**src/rtl/ps2_line_buffer.sv**
```systemverilog
// ps2_line_buffer: turns PS/2 set-2 scan-code bytes into an uppercase ASCII
// line. Characters collect left-aligned in edit_line (char 0 in the top
// byte). Enter copies the line to input_line and pulses line_ready.
//
// Byte interface: a byte is consumed on every rising clock edge where
// ps2_byte_valid is high. There is no back-pressure, so every strobe is taken,
// including strobes on consecutive cycles. line_ready is a one-cycle
// qualifier for input_line, and both carry the new value on the same cycle.
//
// Optional build macro PS2_LINE_KEYPAD_EN: when it is defined, keypad digits
// count as printable keys and keypad Enter (E0 5A) commits the line.
// fsm_state exposes the prefix decoder state (0 idle, 1 after E0, 2 after F0).
module ps2_line_buffer #(
  parameter int MAX_CHARS = 32
) (
  input  logic                   clock,
  input  logic                   resetn,
  input  logic [7:0]             ps2_byte,
  input  logic                   ps2_byte_valid,
  output logic [8*MAX_CHARS-1:0] input_line,
  output logic                   line_ready,
  output logic [8*MAX_CHARS-1:0] edit_line,
  output logic [5:0]             edit_len,
  output logic                   overflow,
  output logic [1:0]             fsm_state
);

  localparam int         W       = 8 * MAX_CHARS;
  localparam logic [5:0] MAX_LEN = 6'(MAX_CHARS);

  typedef enum logic [1:0] {
    ST_IDLE  = 2'd0,
    ST_EXT   = 2'd1,
    ST_BREAK = 2'd2
  } state_t;

  state_t         state_q, state_d;
  logic [W-1:0]   input_line_q, input_line_d;
  logic [W-1:0]   edit_line_q, edit_line_d;
  logic [5:0]     edit_len_q, edit_len_d;
  logic           line_ready_q, line_ready_d;
  logic           overflow_q, overflow_d;

  logic [7:0]     key_ascii;
  logic           key_print;
  logic           make_ev;
  logic           ext_ev;
  logic           enter_ev;
  logic [5:0]     len_minus;

  // Map a make code to its uppercase ASCII byte (0 means not printable)
  always_comb begin
    key_ascii = 8'h00;
    case (ps2_byte)
      8'h1C: key_ascii = 8'h41; // A
      8'h32: key_ascii = 8'h42;
      8'h21: key_ascii = 8'h43;
      8'h23: key_ascii = 8'h44;
      8'h24: key_ascii = 8'h45;
      8'h2B: key_ascii = 8'h46;
      8'h34: key_ascii = 8'h47;
      8'h33: key_ascii = 8'h48;
      8'h43: key_ascii = 8'h49;
      8'h3B: key_ascii = 8'h4A;
      8'h42: key_ascii = 8'h4B;
      8'h4B: key_ascii = 8'h4C;
      8'h3A: key_ascii = 8'h4D;
      8'h31: key_ascii = 8'h4E;
      8'h44: key_ascii = 8'h4F;
      8'h4D: key_ascii = 8'h50;
      8'h15: key_ascii = 8'h51;
      8'h2D: key_ascii = 8'h52;
      8'h1B: key_ascii = 8'h53;
      8'h2C: key_ascii = 8'h54;
      8'h3C: key_ascii = 8'h55;
      8'h2A: key_ascii = 8'h56;
      8'h1D: key_ascii = 8'h57;
      8'h22: key_ascii = 8'h58;
      8'h35: key_ascii = 8'h59;
      8'h1A: key_ascii = 8'h5A; // Z
      8'h45: key_ascii = 8'h30; // 0
      8'h16: key_ascii = 8'h31;
      8'h1E: key_ascii = 8'h32;
      8'h26: key_ascii = 8'h33;
      8'h25: key_ascii = 8'h34;
      8'h2E: key_ascii = 8'h35;
      8'h36: key_ascii = 8'h36;
      8'h3D: key_ascii = 8'h37;
      8'h3E: key_ascii = 8'h38;
      8'h46: key_ascii = 8'h39; // 9
      8'h29: key_ascii = 8'h20; // space
`ifdef PS2_LINE_KEYPAD_EN
      8'h70: key_ascii = 8'h30;
      8'h69: key_ascii = 8'h31;
      8'h72: key_ascii = 8'h32;
      8'h7A: key_ascii = 8'h33;
      8'h6B: key_ascii = 8'h34;
      8'h73: key_ascii = 8'h35;
      8'h74: key_ascii = 8'h36;
      8'h6C: key_ascii = 8'h37;
      8'h75: key_ascii = 8'h38;
      8'h7D: key_ascii = 8'h39;
`endif
      default: key_ascii = 8'h00;
    endcase
    key_print = (key_ascii != 8'h00);
  end

  // Prefix decoder state register
  always_ff @(posedge clock or negedge resetn) begin
    if (!resetn) state_q <= ST_IDLE;
    else         state_q <= state_d;
  end

  // Prefix decoder next state: only a valid byte moves it
  always_comb begin
    state_d = state_q;
    if (ps2_byte_valid) begin
      case (state_q)
        ST_IDLE: begin
          if (ps2_byte == 8'hF0)      state_d = ST_BREAK;
          else if (ps2_byte == 8'hE0) state_d = ST_EXT;
          else                        state_d = ST_IDLE;
        end
        ST_EXT: begin
          if (ps2_byte == 8'hF0) state_d = ST_BREAK;
          else                   state_d = ST_IDLE;
        end
        ST_BREAK: state_d = ST_IDLE;
        default:  state_d = ST_IDLE;
      endcase
    end
  end

  // Key events and line-editing next values derived from decoder state
  always_comb begin
    make_ev = ps2_byte_valid && (state_q == ST_IDLE) &&
              (ps2_byte != 8'hF0) && (ps2_byte != 8'hE0);
    ext_ev  = ps2_byte_valid && (state_q == ST_EXT) && (ps2_byte != 8'hF0);
`ifdef PS2_LINE_KEYPAD_EN
    enter_ev = (make_ev || ext_ev) && (ps2_byte == 8'h5A);
`else
    enter_ev = make_ev && (ps2_byte == 8'h5A);
`endif
    len_minus = edit_len_q - 6'd1;

    input_line_d = input_line_q;
    edit_line_d  = edit_line_q;
    edit_len_d   = edit_len_q;
    overflow_d   = overflow_q;
    line_ready_d = 1'b0;

    if (enter_ev) begin
      // Empty lines are never published
      if (edit_len_q != 6'd0) begin
        input_line_d = edit_line_q;
        line_ready_d = 1'b1;
        edit_line_d  = '0;
        edit_len_d   = 6'd0;
        overflow_d   = 1'b0;
      end
    end else if (make_ev) begin
      if (key_print) begin
        if (edit_len_q < MAX_LEN) begin
          for (int i = 0; i < MAX_CHARS; i++) begin
            if (edit_len_q == 6'(i)) edit_line_d[8*(MAX_CHARS-1-i) +: 8] = key_ascii;
          end
          edit_len_d = edit_len_q + 6'd1;
        end else begin
          overflow_d = 1'b1;
        end
      end else if (ps2_byte == 8'h66) begin
        if (edit_len_q != 6'd0) begin
          for (int i = 0; i < MAX_CHARS; i++) begin
            if (len_minus == 6'(i)) edit_line_d[8*(MAX_CHARS-1-i) +: 8] = 8'h00;
          end
          edit_len_d = len_minus;
        end
      end else if (ps2_byte == 8'h76) begin
        edit_line_d = '0;
        edit_len_d  = 6'd0;
        overflow_d  = 1'b0;
      end
    end
  end

  // Line registers
  always_ff @(posedge clock or negedge resetn) begin
    if (!resetn) begin
      input_line_q <= '0;
      edit_line_q  <= '0;
      edit_len_q   <= 6'd0;
      line_ready_q <= 1'b0;
      overflow_q   <= 1'b0;
    end else begin
      input_line_q <= input_line_d;
      edit_line_q  <= edit_line_d;
      edit_len_q   <= edit_len_d;
      line_ready_q <= line_ready_d;
      overflow_q   <= overflow_d;
    end
  end

  assign input_line = input_line_q;
  assign edit_line  = edit_line_q;
  assign edit_len   = edit_len_q;
  assign line_ready = line_ready_q;
  assign overflow   = overflow_q;
  assign fsm_state  = state_q;

endmodule

```
**config.mk**
```make
export PLATFORM = sky130hd
export DESIGN_NAME = ps2_line_buffer
export DESIGN_NICKNAME = d
export VERILOG_FILES = /design/src/rtl/ps2_line_buffer.sv
export SDC_FILE = /design/constraint.sdc
export NUM_CORES = 1
export LEC_CHECK = 0
export CORE_MARGIN = 4
export CORE_UTILIZATION = 45
export CTS_BUF_LIST = sky130_fd_sc_hd__clkbuf_8
export CTS_CLUSTER_SIZE = 8
export DETAILED_ROUTE_END_ITERATION = 10
export GPL_TIMING_DRIVEN = 0
export PLACE_DENSITY = 0.78
export SYNTH_ARGS = -nofsm -noshare
export SYNTH_HDL_FRONTEND = slang
export SYNTH_SLANG_ARGS = --single-unit
```
**constraint.sdc**
```tcl
create_clock -name clock -period 3.5 [get_ports clock]
set_input_delay 0.875 -clock clock [delete_from_list [all_inputs] [get_ports clock]]
set_output_delay 0.875 -clock clock [all_outputs]
set_load 0.03 [all_outputs]
```
==> flow_metrics.env, run 1 <==
export IMPL_regArea_um2=11500
export IMPL_power_leakage_nw=13.6
export IMPL_hpwl_um=44500
export IMPL_cts_root_buffer="clkbuf_8"
export IMPL_synth_cells=1410
export IMPL_ys_flop_type="dfrtp_1"
export IMPL_synth_area_leaders="dfrtp_1 58%, mux2_2 26%, buf_4 2.6%"
export IMPL_die_area_um2=47200
export IMPL_clkSlewWorstSetupHoldPaths_ns=0.06
export IMPL_hold_violations=0
export IMPL_ys_seq_area_share_pct=58.1
export IMPL_postRouteAntennaNets=0
export IMPL_synth_warnings=0
export IMPL_clock_sinks=458
export IMPL_path_class="input port to register"
export IMPL_synth_edf_count=0
export IMPL_final_cell_mix="461 x clkdlybuf4s50_1, 458 x dfrtp_1, 293 x mux2_2"
export IMPL_vias=14100
export IMPL_nFillCells=3189
export IMPL_area_growth_pct=44.8
export IMPL_end_kind="register"
export IMPL_worst_pin_slew_ns=1.07
export IMPL_clk_latency_ns=0.65
export IMPL_netlist_area_leader_share_pct=58.1
export IMPL_cts_hold_buf=0
export IMPL_max_freq_ghz=0.289
export IMPL_critPathMaxFanout=8
export IMPL_core_um2=43200
export IMPL_finalMaxSlewViolations=0
export IMPL_multiInputGateArea_um2=8550
export IMPL_total_power_mw=17.2
export IMPL_setup_viol=0
export IMPL_num_antenna_cells=0
export IMPL_preCtsSetupSlack_ns=-2.54
export IMPL_async_reset_ff_share_pct=100
export IMPL_dieWidth_um=217
export IMPL_grt_first_pass_wirelength_um=94500
export IMPL_antenna_found_initial=0
export IMPL_rows=76
export IMPL_port_buffers=467
export IMPL_firstDrtPassIters=5
export IMPL_cts_tree="built"
export IMPL_synth_distinct_cells=65
export IMPL_ir_drop_mv=0.421
export IMPL_synth_top_area_cell="dfrtp_1"
export IMPL_grt_ovfl_total=0
export IMPL_worstSetupStartpointType="input port"
export IMPL_avgRoutedWirePerCell_um=23.2
export IMPL_finalCritPeriodShare_pct=98.8
export IMPL_finalSetupTns_ns=0
export IMPL_cp_startpoint="ps2_byte[1]"
export IMPL_syn_area_um2=19700
export IMPL_clockBufferDepth=3
export IMPL_arrival_ns=3.99
export IMPL_fp_dieH_um=217
export IMPL_reg2reg_from="edit_len[3]"
export IMPL_initial_utilization_pct=45.7
export IMPL_drive_above_1_share_pct=37.0
export IMPL_timing_final_ws_setup_ns=0.0411
export IMPL_status="finished clean"
export IMPL_ys_ff_latch=458
export IMPL_cts_buffers=76
export IMPL_min_path_type="input port to asynchronous set/reset pin"
export IMPL_io_pins=533
export IMPL_slew_headroom_pct=28.1
export IMPL_finalClockSkew_ns=0.0208
export IMPL_dp_cells=2528
export IMPL_h_tree_depth=3
export IMPL_fin_nets=2090
export IMPL_finalCriticalPeriod_ns=3.46
export IMPL_layout_commonest_cell="clkdlybuf4s50_1"
export IMPL_finalWirelength_um=62600
export IMPL_power_density_nw_per_um2=604
export IMPL_avgSynthCellArea_um2=14.0
export IMPL_drc_errors=0
export IMPL_finalNonFillerCells=2701
export IMPL_grt_pass1_vias=15000
export IMPL_grt_util_all_layers_pct=26.0
export IMPL_worstPathRequired_ns=4.03
export IMPL_viasPerCell=5.22
export IMPL_grt_max_degree=130
export IMPL_place_gp_congestion=0.893
export IMPL_maxCapViolations=0
export IMPL_drt_first_iter_violations=758
registers in the layout, indices dropped and copies added, names as in the netlist:
| signal | flops |
|---|---|
| edit_len | 6 |
| edit_line | 224 |
| fsm_state | 2 |
| input_line | 224 |
| line_ready | 1 |
| overflow | 1 |
layer usage:
metal	up-vias	track usage, %	routed length, um
li1	6199	-	-
met1	7305	32.7	25400
met2	509	44.3	31400
met3	82	7.19	4440
met4	0	7.31	1350
met5	-	0	0
timing repair:
| action | in CTS | in global routing |
|---|---|---|
| resized for setup | 74 | 24 |
| gates cloned | 2 | 0 |
| setup buffers | 34 | 13 |
| setup endpoints to repair | 455 | 263 |
| pin swaps | 24 | 19 |
kinds of logic (layout without fill, tap and decap cells):
kind of cell | count (synthesis) | after routing | synth area share [%]
DFF | 458 | 458 | 58.1
muxes | 457 | 457 | 26.1
and+or+nand+nor | 170 | 170 | 4.15
buffers and inverters | 162 | 805 | 4.59
AOI/OAI and AO/OA | 144 | 144 | 5.99
adders and majority gates | 14 | 14 | 0.888
xor gates and xnor gates | 4 | 4 | 0.178
other | 1 | 64 | 0.0190
path summary, 6_finish.rpt:
path	endpoint	cells past startpoint	slack (ns)
setup / recovery	edit_line[176]	15	0.04
hold / removal	input_line[181]	1	0.22
setup reg to reg	edit_line[73]	9	0.11
hold reg to reg	input_line[221]	1	0.50
max in group asynchronous	input_line[128]	3	1.65
min in group clock	input_line[221]	1	0.50
report_power, final:
part	total, mW	internal [mW]	leakage [nW]	switching [mW]
clock network	4.58	2.46	0.857	2.12
registers	6.78	6.03	6.27	0.757
logic	5.87	2.58	6.46	3.29
critical path, cell delays in order:
cell	delay, ns
buf_6	0.12
clkbuf_16	0.15
inv_8	0.07
ha_4	0.23
and2_1	0.17
nor3_2	0.14
a311oi_1	0.08
o41a_2	0.44
or2_4	0.28
or3_1	0.36
buf_6	0.14
buf_4	0.14
a211oi_4	0.28
buf_12	0.18
mux2_2	0.33
per-stage QoR:
stage	instance area (um2)	utilization, %	hold slack, ns
after detailed placement	26400	61.0	0.494
after floorplan	20900	-	0.579
after global placement	26300	60.8	0.489
after CTS	28400	65.7	0.182
after global routing	28600	66.1	0.235
final	28600	66.1	0.224
cells in the mapped netlist, types with 4 or more instances:
library cell,number
a211oi_4,8
a21o_1,5
a21oi_1,25
a31oi_1,4
buf_2,15
buf_4,67
clkbuf_1,64
dfrtp_1,458
ha_1,14
inv_1,9
mux2_2,450
mux2i_1,5
nand2_1,44
nand2b_1,10
nand3_1,19
nor2_1,45
nor2b_1,10
nor3_1,17
o211ai_1,10
o211ai_2,16
o21ai_0,33
o22ai_1,5
o31ai_1,4
or2_2,4
cell type report:
type | count | area share [%]
clock inverters | 36 | 0.644
inverters | 9 | 0.145
flip-flops and latches | 458 | 40.1
repair buffers | 519 | 18.6
plain buffers | 148 | 3.52
multi-input cells | 853 | 29.9
well taps | 585 | 2.56
clock buffers | 93 | 4.48
(Power assumes the default switching activity.)
==> inputs of run 2 (changes only) <==
--- a/config.mk
+++ b/config.mk
@@ -11,7 +11,7 @@
 export CTS_CLUSTER_SIZE = 8
 export DETAILED_ROUTE_END_ITERATION = 10
 export GPL_TIMING_DRIVEN = 0
-export PLACE_DENSITY = 0.78
+export PLACE_DENSITY = 0.83
 export SYNTH_ARGS = -nofsm -noshare
 export SYNTH_HDL_FRONTEND = slang
 export SYNTH_SLANG_ARGS = --single-unit
==> constraint.sdc (replaced) <==
create_clock -name clock -period 3.5 [get_ports clock]
set_input_delay 0.875 -clock clock [delete_from_list [all_inputs] [get_ports clock]]
set_output_delay 0.875 -clock clock [all_outputs]
set_load 0.02 [all_outputs]
==> flow_metrics.env, run 2 (same netlist as run 1, synthesis figures left out) <==
export IMPL_slew_headroom_pct=27.9
export IMPL_finalMaxSlewViolations=0
export IMPL_place_gp_congestion=0.901
export IMPL_drt_first_iter_violations=927
export IMPL_worst_pin_slew_ns=1.07
export IMPL_drc_errors=0
export IMPL_core_um2=43200
export IMPL_finalCritPeriodShare_pct=100
export IMPL_h_tree_depth=3
export IMPL_grt_first_pass_wirelength_um=95100
export IMPL_violations="negative setup slack"
export IMPL_cp_depth=15
export IMPL_hold_slack_ns=0.271
export IMPL_cts_tree="built"
export IMPL_place_area_um2=26400
export IMPL_min_path_type="input port to asynchronous set/reset pin"
export IMPL_maxCapViolations=0
export IMPL_grt_util_all_layers_pct=26.1
export IMPL_cts_root_buffer="clkbuf_8"
export IMPL_grt_setup_unrepaired="true"
export IMPL_rows=76
export IMPL_status="complete, but fails checks"
export IMPL_fp_dieH_um=217
export IMPL_hold_violations=0
export IMPL_antenna_found_initial=0
export IMPL_timing_final_ws_setup_ns=-0.0116
export IMPL_cts_buffers=77
export IMPL_area_growth_pct=45.1
export IMPL_critical_path_endpoint="edit_line[5]"
export IMPL_r2r_end="edit_line[5]"
export IMPL_initial_utilization_pct=45.7
export IMPL_worstSetupStartpointType="input port"
export IMPL_reg2reg_from="edit_len[0]"
export IMPL_hpwl_um=44100
export IMPL_path_cells="buf_2 > buf_6 > buf_6 > buf_8 > mux2_2 > o32ai_2 > a32oi_1 > nor4b_4 > buf_4 > or2_2 > o311a_1 > buf_8 > buf_12 > o211ai_4 > mux2_4"
export IMPL_crit_path_top_delay_cell="o311a_1"
export IMPL_met3_usage_pct=7.89
export IMPL_cts_hold_buf=0
export IMPL_final_cell_mix="461 x clkdlybuf4s50_1, 458 x dfrtp_1, 289 x mux2_2"
export IMPL_clkSlewWorstSetupHoldPaths_ns=0.06
export IMPL_grt_ovfl_total=0
export IMPL_power_density_nw_per_um2=588
export IMPL_dp_cells=2529
export IMPL_port_buffers=467
export IMPL_crit_buf_inv=7
export IMPL_viasPerCell=5.26
export IMPL_cp_startpoint="ps2_byte[2]"
export IMPL_dieWidth_um=217
export IMPL_die_area_um2=47200
export IMPL_ff2ff_path_depth=13
export IMPL_clk_latency_ns=0.66
export IMPL_worstPathRequired_ns=4.02
export IMPL_ir_drop_mv=0.438
export IMPL_arrival_ns=4.03
export IMPL_io_pins=533
export IMPL_path_delay_family="buffers and inverters"
export IMPL_max_freq_ghz=0.285
export IMPL_setup_viol=7
export IMPL_firstDrtPassIters=7
export IMPL_finalClockSkew_ns=0.0301
export IMPL_power_leakage_nw=13.6
export IMPL_r2r_slack_ns=0.08
export IMPL_layout_commonest_cell="clkdlybuf4s50_1"
export IMPL_postRouteAntennaNets=0
export IMPL_finalCriticalPeriod_ns=3.51
export IMPL_end_kind="register"
export IMPL_finalWirelength_um=63000
export IMPL_utilization_pct=66.3
export IMPL_fin_nets=2093
export IMPL_finalSetupTns_ns=-0.0552
export IMPL_drive_above_1_share_pct=37.5
export IMPL_slowest_delay_ns=0.40
export IMPL_critPathMaxFanout=10
export IMPL_grt_util_met2_pct=44.5
export IMPL_nFillCells=3105
export IMPL_grtUsageMet1_pct=32.1
export IMPL_finalNonFillerCells=2701
export IMPL_fin_area_um2=28600
export IMPL_grt_busiest_layer="met2"
export IMPL_path_class="input port to register"
export IMPL_clockBufferDepth=3
export IMPL_vias=14200
export IMPL_grt_pass1_vias=15400
export IMPL_clock_sinks=458
export IMPL_avgRoutedWirePerCell_um=23.3
export IMPL_grt_max_degree=124
run 2: cell count changes in the layout (fill, tap and decap cells not counted), moves of 3 or more:
cell / before / now
inv_1: 34 / 27
clkbuf_2: 16 / 21
mux2_2: 293 / 289
o21ai_0: 28 / 31
clkbuf_1: 40 / 36
mux2_4: 159 / 163
buf_4: 101 / 104
run 2: final cells by class:
type | count | area (um2) | area share (%)
multi-input combinational | 853 | 8570 | 29.9
clock buffer | 92 | 1270 | 4.42
clock inverter | 33 | 244 | 0.852
timing repair buffer | 521 | 5300 | 18.5
inverter | 9 | 45.0 | 0.157
buffer | 148 | 1000 | 3.50
antenna | 2 | 5.00 | 0.0175
sequential | 458 | 11500 | 40.0
tap | 585 | 732 | 2.56
run 2: how the worst min path moves through the flow:
stage / to / slack [ns] / startpoint
after CTS: input_line[174] / 0.27 / resetn
after detailed placement: input_line[65] / 0.49 / input_line[65]
after floorplan: edit_len[0] / 0.58 / resetn
after global placement: input_line[107] / 0.49 / input_line[107]
final: input_line[174] / 0.27 / resetn
after global routing: input_line[174] / 0.29 / resetn
run 2: per-layer routing:
metal	vias up	routed length [um]
met5	-	0
li1	6213	-
met2	566	31600
met3	110	4750
met4	0	1510
met1	7309	25200
run 2: repair_timing:
item | in CTS | in global routing
pin swaps | 25 | 18
resized for setup | 70 | 42
setup buffers | 42 | 8
setup endpoints to repair | 402 | 361
run 2: power by group:
group	total, mW	switching [mW]	internal, mW
Sequential	6.78	0.750	6.03
Combinational	5.31	2.70	2.60
Clock	4.73	2.14	2.60
run 2: per-stage QoR:
step                      setup slack (ns)  total power, mW
after floorplan                     -0.574             9.46
after CTS                         0.000811             16.9
after detailed placement             -2.60             11.9
after global routing               -0.0378             17.5
after global placement              -17.79             11.8
final                              -0.0116             16.8
